## config.mk

```make
export PLATFORM = sky130hd
export DESIGN_NAME = sr_cmd_conditioner
export DESIGN_NICKNAME = d
export VERILOG_FILES = /design/src/rtl/sr_cmd_conditioner.sv
export SDC_FILE = /design/constraint.sdc
export NUM_CORES = 1
export LEC_CHECK = 0
export ABC_CLOCK_PERIOD_IN_PS = 3900
export CORE_MARGIN = 1
export CORE_UTILIZATION = 45
export CTS_BUF_LIST = sky130_fd_sc_hd__clkbuf_2
export DETAILED_ROUTE_END_ITERATION = 10
export PLACE_DENSITY_LB_ADDON = 0.3
export SYNTH_ARGS = -nofsm -noshare
export SYNTH_HDL_FRONTEND = slang
export SYNTH_SLANG_ARGS = --single-unit
```

## constraint.sdc

```tcl
create_clock -name clk -period 3.9 [get_ports clk]
set_input_delay 0.78 -clock clk [delete_from_list [all_inputs] [get_ports clk]]
set_output_delay 0.78 -clock clk [all_outputs]
set_load 0.02 [all_outputs]
```

## src/rtl/sr_cmd_conditioner.sv

```systemverilog
// sr_cmd_conditioner
//
// Conditions two raw, asynchronous and possibly bouncy request lines for a
// downstream SR flip-flop. Each line is synchronised by two flops and then
// debounced. A rising edge is accepted only after DEBOUNCE_CYCLES consecutive
// high samples. An accepted rising edge becomes a registered one-cycle S or R
// pulse. The output stage never drives S and R high together. If both
// channels qualify in the same cycle, R wins and conflict is flagged.
//
// Parameters:
//   DEBOUNCE_CYCLES  consecutive synchronised samples needed to accept a level
//                    change (legal range 1..255)
//
// Ports:
//   clk        system clock, all logic on the rising edge
//   rst        synchronous, active-high reset
//   set_raw    asynchronous set request
//   reset_raw  asynchronous reset request
//   S          one-cycle set pulse
//   R          one-cycle reset pulse
//   conflict   one-cycle flag: both channels qualified in the same cycle
//   busy       either channel is mid-debounce (WAIT_HI or WAIT_LO)
//   conflict_count (only with SR_CONFLICT_COUNT_EN defined)
//              8-bit saturating count of cycles with conflict high
//
// Build option: define SR_CONFLICT_COUNT_EN to add the conflict_count output.

module sr_cmd_conditioner #(
  parameter int unsigned DEBOUNCE_CYCLES = 4
) (
  input  logic       clk,
  input  logic       rst,
  input  logic       set_raw,
  input  logic       reset_raw,
  output logic       S,
  output logic       R,
  output logic       conflict,
`ifdef SR_CONFLICT_COUNT_EN
  output logic [7:0] conflict_count,
`endif
  output logic       busy
);

  localparam int unsigned CNT_W = $clog2(DEBOUNCE_CYCLES + 1);
  localparam logic [CNT_W-1:0] CntMax = CNT_W'(DEBOUNCE_CYCLES);
  localparam logic [CNT_W-1:0] CntOne = CNT_W'(1);
  localparam logic [CNT_W-1:0] CntZero = '0;

  // Channel 0 is the set request, channel 1 is the reset request.
  localparam int unsigned ChSet = 0;
  localparam int unsigned ChRst = 1;

  typedef enum logic [1:0] {
    StIdleLo   = 2'd0,
    StWaitHi   = 2'd1,
    StStableHi = 2'd2,
    StWaitLo   = 2'd3
  } ch_state_e;

  logic [1:0] raw;
  assign raw = {reset_raw, set_raw};

  // Two-flop synchronisers. Only s2 is used by the debounce logic.
  logic [1:0] s1_q, s1_d;
  logic [1:0] s2_q, s2_d;

  // Per-channel debounce state.
  ch_state_e        state_q [2];
  ch_state_e        state_d [2];
  logic [CNT_W-1:0] cnt_q   [2];
  logic [CNT_W-1:0] cnt_d   [2];
  logic [1:0]       evt_q, evt_d;

  // Output stage.
  logic s_q, s_d;
  logic r_q, r_d;
  logic conflict_q, conflict_d;
  logic busy_q, busy_d;

`ifdef SR_CONFLICT_COUNT_EN
  logic [7:0] conflict_count_q, conflict_count_d;
`endif

  // ---------------------------------------------------------------------------
  // Synchroniser next state
  // ---------------------------------------------------------------------------
  always_comb begin
    s1_d = raw;
    s2_d = s1_q;
  end

  // ---------------------------------------------------------------------------
  // Debounce FSMs, one per channel, identical
  // ---------------------------------------------------------------------------
  always_comb begin
    for (int i = 0; i < 2; i++) begin
      logic [CNT_W-1:0] cnt_inc;
      state_d[i] = state_q[i];
      cnt_d[i]   = cnt_q[i];
      evt_d[i]   = 1'b0;
      cnt_inc    = cnt_q[i] + CntOne;

      unique case (state_q[i])
        StIdleLo: begin
          if (s2_q[i]) begin
            if (DEBOUNCE_CYCLES == 1) begin
              // One sample is already a full qualification.
              state_d[i] = StStableHi;
              cnt_d[i]   = CntZero;
              evt_d[i]   = 1'b1;
            end else begin
              state_d[i] = StWaitHi;
              cnt_d[i]   = CntOne;
            end
          end
        end

        StWaitHi: begin
          if (!s2_q[i]) begin
            state_d[i] = StIdleLo;
            cnt_d[i]   = CntZero;
          end else if (cnt_inc == CntMax) begin
            state_d[i] = StStableHi;
            cnt_d[i]   = CntZero;
            evt_d[i]   = 1'b1;
          end else begin
            cnt_d[i] = cnt_inc;
          end
        end

        StStableHi: begin
          if (!s2_q[i]) begin
            if (DEBOUNCE_CYCLES == 1) begin
              state_d[i] = StIdleLo;
              cnt_d[i]   = CntZero;
            end else begin
              state_d[i] = StWaitLo;
              cnt_d[i]   = CntOne;
            end
          end
        end

        StWaitLo: begin
          if (s2_q[i]) begin
            // The low was not qualified, so the line is still high. No new event.
            state_d[i] = StStableHi;
            cnt_d[i]   = CntZero;
          end else if (cnt_inc == CntMax) begin
            state_d[i] = StIdleLo;
            cnt_d[i]   = CntZero;
          end else begin
            cnt_d[i] = cnt_inc;
          end
        end

        default: begin
          state_d[i] = StIdleLo;
          cnt_d[i]   = CntZero;
        end
      endcase
    end
  end

  // ---------------------------------------------------------------------------
  // Output stage: reset request wins a same-cycle collision
  // ---------------------------------------------------------------------------
  always_comb begin
    s_d        = evt_q[ChSet] & ~evt_q[ChRst];
    r_d        = evt_q[ChRst];
    conflict_d = evt_q[ChSet] & evt_q[ChRst];
    // Built from next state so that busy lines up with the state registers.
    busy_d     = (state_d[ChSet] == StWaitHi) || (state_d[ChSet] == StWaitLo) ||
                 (state_d[ChRst] == StWaitHi) || (state_d[ChRst] == StWaitLo);
  end

`ifdef SR_CONFLICT_COUNT_EN
  always_comb begin
    conflict_count_d = conflict_count_q;
    if (conflict_q && (conflict_count_q != 8'hff)) begin
      conflict_count_d = conflict_count_q + 8'd1;
    end
  end
`endif

  // ---------------------------------------------------------------------------
  // State registers
  // ---------------------------------------------------------------------------
  always_ff @(posedge clk) begin
    if (rst) begin
      s1_q       <= '0;
      s2_q       <= '0;
      state_q[0] <= StIdleLo;
      state_q[1] <= StIdleLo;
      cnt_q[0]   <= CntZero;
      cnt_q[1]   <= CntZero;
      evt_q      <= '0;
      s_q        <= 1'b0;
      r_q        <= 1'b0;
      conflict_q <= 1'b0;
      busy_q     <= 1'b0;
    end else begin
      s1_q       <= s1_d;
      s2_q       <= s2_d;
      state_q[0] <= state_d[0];
      state_q[1] <= state_d[1];
      cnt_q[0]   <= cnt_d[0];
      cnt_q[1]   <= cnt_d[1];
      evt_q      <= evt_d;
      s_q        <= s_d;
      r_q        <= r_d;
      conflict_q <= conflict_d;
      busy_q     <= busy_d;
    end
  end

`ifdef SR_CONFLICT_COUNT_EN
  always_ff @(posedge clk) begin
    if (rst) begin
      conflict_count_q <= 8'd0;
    end else begin
      conflict_count_q <= conflict_count_d;
    end
  end

  assign conflict_count = conflict_count_q;
`endif

  assign S        = s_q;
  assign R        = r_q;
  assign conflict = conflict_q;
  assign busy     = busy_q;

endmodule

```

== After elaboration in Yosys (flattened, before gate mapping) ==
Memories as Yosys holds them, arrays and structs flattened.
Index checks and enable logic that the tools add are counted.
Operators by class
  add/sub/neg operators: 2
  multiplexer cells: 35
  bitwise logic cells: 11
  eq/ne operators: 12
  reductions and logical operators: 7
Operators with widths (count)
  3-bit two-way mux: 12
  2-bit two-way mux: 14
  3-bit one-hot mux with 4 select lines: 2
  2-bit one-hot mux with 4 select lines: 2
  2-bit == test (second input constant): 6
  2-bit by 1-bit == test with 1-bit output (second input constant): 4
  3-bit by 1-bit adder with 3-bit output (second input constant): 2
  3-bit == test (second input constant): 2
  3-bit OR reduction: 2
  1-bit two-way mux: 5
  1-bit inverter: 5
  2-bit zero test: 2
  1-bit OR: 4
  1-bit logical OR: 3
  1-bit bitwise AND: 2
Storage, ports and cells
  output and inout bits: 4
  logic and storage cells: 77
  memories: 2
  register bits after elaboration: 10
  bits in writable memories: 10
  bits of input ports: 4
Memories
  cnt_q: words 2, bits a word 3, rd ports 2, clocked after Yosys merged registers in 0, wr ports 2, RTL line 70  | logic [CNT_W-1:0] cnt_q [2];
  state_q: words 2, bits a word 2, rd ports 2, clocked after Yosys merged registers in 0, wr ports 2, RTL line 68  | ch_state_e state_q [2];

== Logic depth before layout (Yosys ltp) ==
  depth in word-level cells: 9
  depth in mapped cells: 7

== Worst setup path after synthesis ==
OpenSTA, ideal clock, no wires.
  kind: input -> register
  from: input rst
  to: register evt_q[1]
  path slack: 2.459 ns
  arrival time: 1.308 ns
  stages: 3
  required time: 3.767 ns
  cell sequence: buf_2 > buf_1 > nor3_1
On the way
  longest elaborated chain between the ends: 1
RTL lines
  start: declaration: RTL line 32  | input logic rst,
  3-bit OR reduction (no line)
  end signal: assignment: RTL line 208  | evt_q <= evt_d;
  end: declaration: RTL line 72  | logic [1:0] evt_q, evt_d;
No other way between the ends.
A chain may end at the register's enable or synchronous reset.

== Final worst setup path ==
  from: register conflict_q, in the netlist conflict
  to: output conflict
RTL lines
  start: declaration: RTL line 77  | logic conflict_q, conflict_d;
  start signal: assignment: RTL line 211  | conflict_q <= conflict_d;
  end: declaration: RTL line 37  | output logic conflict,
No word-level cell between the ends.

==> flow_summary.ini <==
[setup_path]
arrival_ps = 1250
required_ps = 3120
critPathMaxStageDelay_ps = 590
r2r_end = cnt_q[0][4]
r2r_cells = 5
worstSetupEndpointType = output port
cp_top_family = buffers and inverters
worst_setup_path_start_kind = register
timing.rr.start = state_q[0][2]
path_class = reg -> out
r2r_setup_slack_ps = 2360
path_cells = clkdlybuf4s50_1
cp_num_buf_inv = 1
crit_slowest_cell = clkdlybuf4s50_1
critPathMaxFanout = 1

[timing]
worst_pin_slew_ps = 614
clock_skew_ps = 5.05
fin_tns_setup_ps = 0
clock.fmax_mhz = 493
hold_viol = 0
setup_viol = 0
rsz0062_at_grt = false
period_minus_slack_ps = 2030
relSlewSlack_pct = 58.9
final.period_utilization_pct = 52.0
hold_ws_ps = 463
drv_slew = 0

[worst_hold_path]
hp-class = reg -> reg
hold_path.startpoint = evt_q[1]
hold_path_depth = 1
holdPathEnd = S

[pwr]
switching_power_uw = 79.3
seqPwrFrac_pct = 55.0
leakagePower_uw = 0.000447
comb_power_share_pct = 7.0
p_int_uw = 312
vdd_ir_drop_max_uv = 272
p_per_area_nw_per_um2 = 368
p_sw_share_pct = 20.3
p_clk_share_pct = 38.0

[grt]
grt_use_total_pct = 15.7
grt_pass1_wl_mm = 2.53
antenna_found_initial = 0
grt_max_degree = 19
grt_overflow = 0
grt_pass1_vias = 606

[final_layout]
synthToLayoutAreaGrowth_pct = 13.3
fillers = 201
num-nets-final = 118
final_cells = 132
diodes = 0
post-route-util_pct = 54.2
final_cell_area_um2 = 1060
drive_gt1_share_pct = 8.57

[synth]
ys_warn_count = 0
synth_top_area_share_pct = 42.7
synthesis.area_um2 = 938
synth_nets = 110
synthXorXnorAreaFrac_pct = 2.80
yosys.area_share.simple_pct = 17.3
synth_cell_type_count = 35
netlist_top_cells_count = dfxtp_1 (20), nor2b_1 (9), ha_1 (8), nor2_1 (8), inv_1 (7)
synth_compound_area_share_pct = 17.6
synth_fa_ha_area_share_pct = 10.7
syn_inst = 98
synth_top_cell_by_area = dfxtp_1
ys_async_sr_fraction_pct = 0
synth_top_cells_by_area = dfxtp_1 (43%), ha_1 (11%), nor2b_1 (6.0%)
synth_edf_count = 0
postSynthAreaPerCell_um2 = 9.58
ys_ff_latch = 20
yosysSeqAreaShare_pct = 42.7
synth_top_family_by_area = compound AO/OA/AOI/OAI gates
synth_mux_area_share_pct = 3.60
synth_ff_type = dfxtp_1
yosysMostFrequentCell = dfxtp_1

[clock_tree]
cts_tree = yes
cts_root_buf = clkbuf_2
cts_hold_buf = 0
cts_buffers = 3
cts_sinks = 20
clk_pin_slew_ps = 190
clockBufferDepth = 2
insertion_delay_ps = 300
cts_resized = 0
htreeDepth = 1
post_cts_buffers = 0

[die]
top_level_ports = 8
die_area_um2 = 2270
placementRows = 16
dieHeight_um = 47.7
fp.dieW_um = 47.7
coreArea_um2 = 1960
initial_core_util_pct = 47.8

[drt]
dr.pass1.iters = 4
antenna_left = 0
via_per_inst = 5.20
routed_wirelength_mm = 1.51
drc = 0
avgRoutedWirePerCell_um = 11.4
via_count = 687
first_iter_violations = 21

[placed_design]
place_hpwl_mm = 1.11
port_buffers = 7
gp_congestion = 0.809
place_area_um2 = 1020
place_inst = 128

[job]
drv_cap = 0

[status]
status = completed
-- power by group through the flow --
| stage | logic, uW | clock network [uW] | registers, uW |
|---|---|---|---|
| floorplan | 20.6 | 0 | 218 |
| global placement | 26.8 | 0 | 219 |
| detailed placement | 27.2 | 0 | 219 |
| CTS | 27.4 | 154 | 215 |
| global route | 30.1 | 164 | 216 |
| finish | 27.2 | 149 | 215 |
-- final cells by class --
type	instances	area (um2)	share of cell area (%)
well taps	27	33.8	3.18
clock inverters	1	30.0	2.82
flip-flops and latches	20	400	37.6
multi-input cells	67	488	45.9
inverters	7	26.3	2.47
repair buffers	7	70.1	6.59
clock buffers	3	15.0	1.41
-- logic make-up after synthesis --
kind of cell    after synthesis
fa+ha+maj                     8
mux                           3
simple gates                 31
compound gates               22
xor+xnor                      3
buf+inv                      11
flops                        20
-- sequential cells by signal (all words and copies together), names as in the netlist --
name      flops
busy          1
s1_q          2
evt_q         2
s2_q          2
S             1
R             1
conflict      1
state_q       4
cnt_q         6
-- worst max path at each step --
| stage | startpoint | depth (start not counted) | to |
|---|---|---|---|
| after CTS | conflict | 1 | conflict |
| after global placement | rst | 3 | conflict |
| after global routing | S | 1 | S |
| after detailed placement | rst | 3 | cnt_q[0][0] |
| final | conflict | 1 | conflict |
| after floorplan | rst | 3 | evt_q[1] |
-- layout by cell type (no fill, tap or decap), drive strengths merged, types with 3 or more instances in the layout --
cell	count
nand2	5
nor2b	9
nor2	8
clkdlybuf4s50	7
a21oi	8
ha	8
dfxtp	20
mux2i	3
clkbuf	3
inv	7
-- stage by stage --
step | power [uW] | worst slack [ps]
after detailed placement | 246 | 1760
after global placement | 245 | 1790
after CTS | 396 | 1850
final | 391 | 1870
after global routing | 410 | 1780
after floorplan | 239 | 2460
-- layer usage --
layer	wire, um	part of all wire, %	vias up	GRT usage, %
li1	-	-	355	-
met1	696	46	323	20.4
met2	772	51	7	26.8
met3	35	2.3	2	2.26
met4	7	0.46	0	5.00
met5	0	0	-	0
No activity file was read; power rests on OpenSTA's default activity.
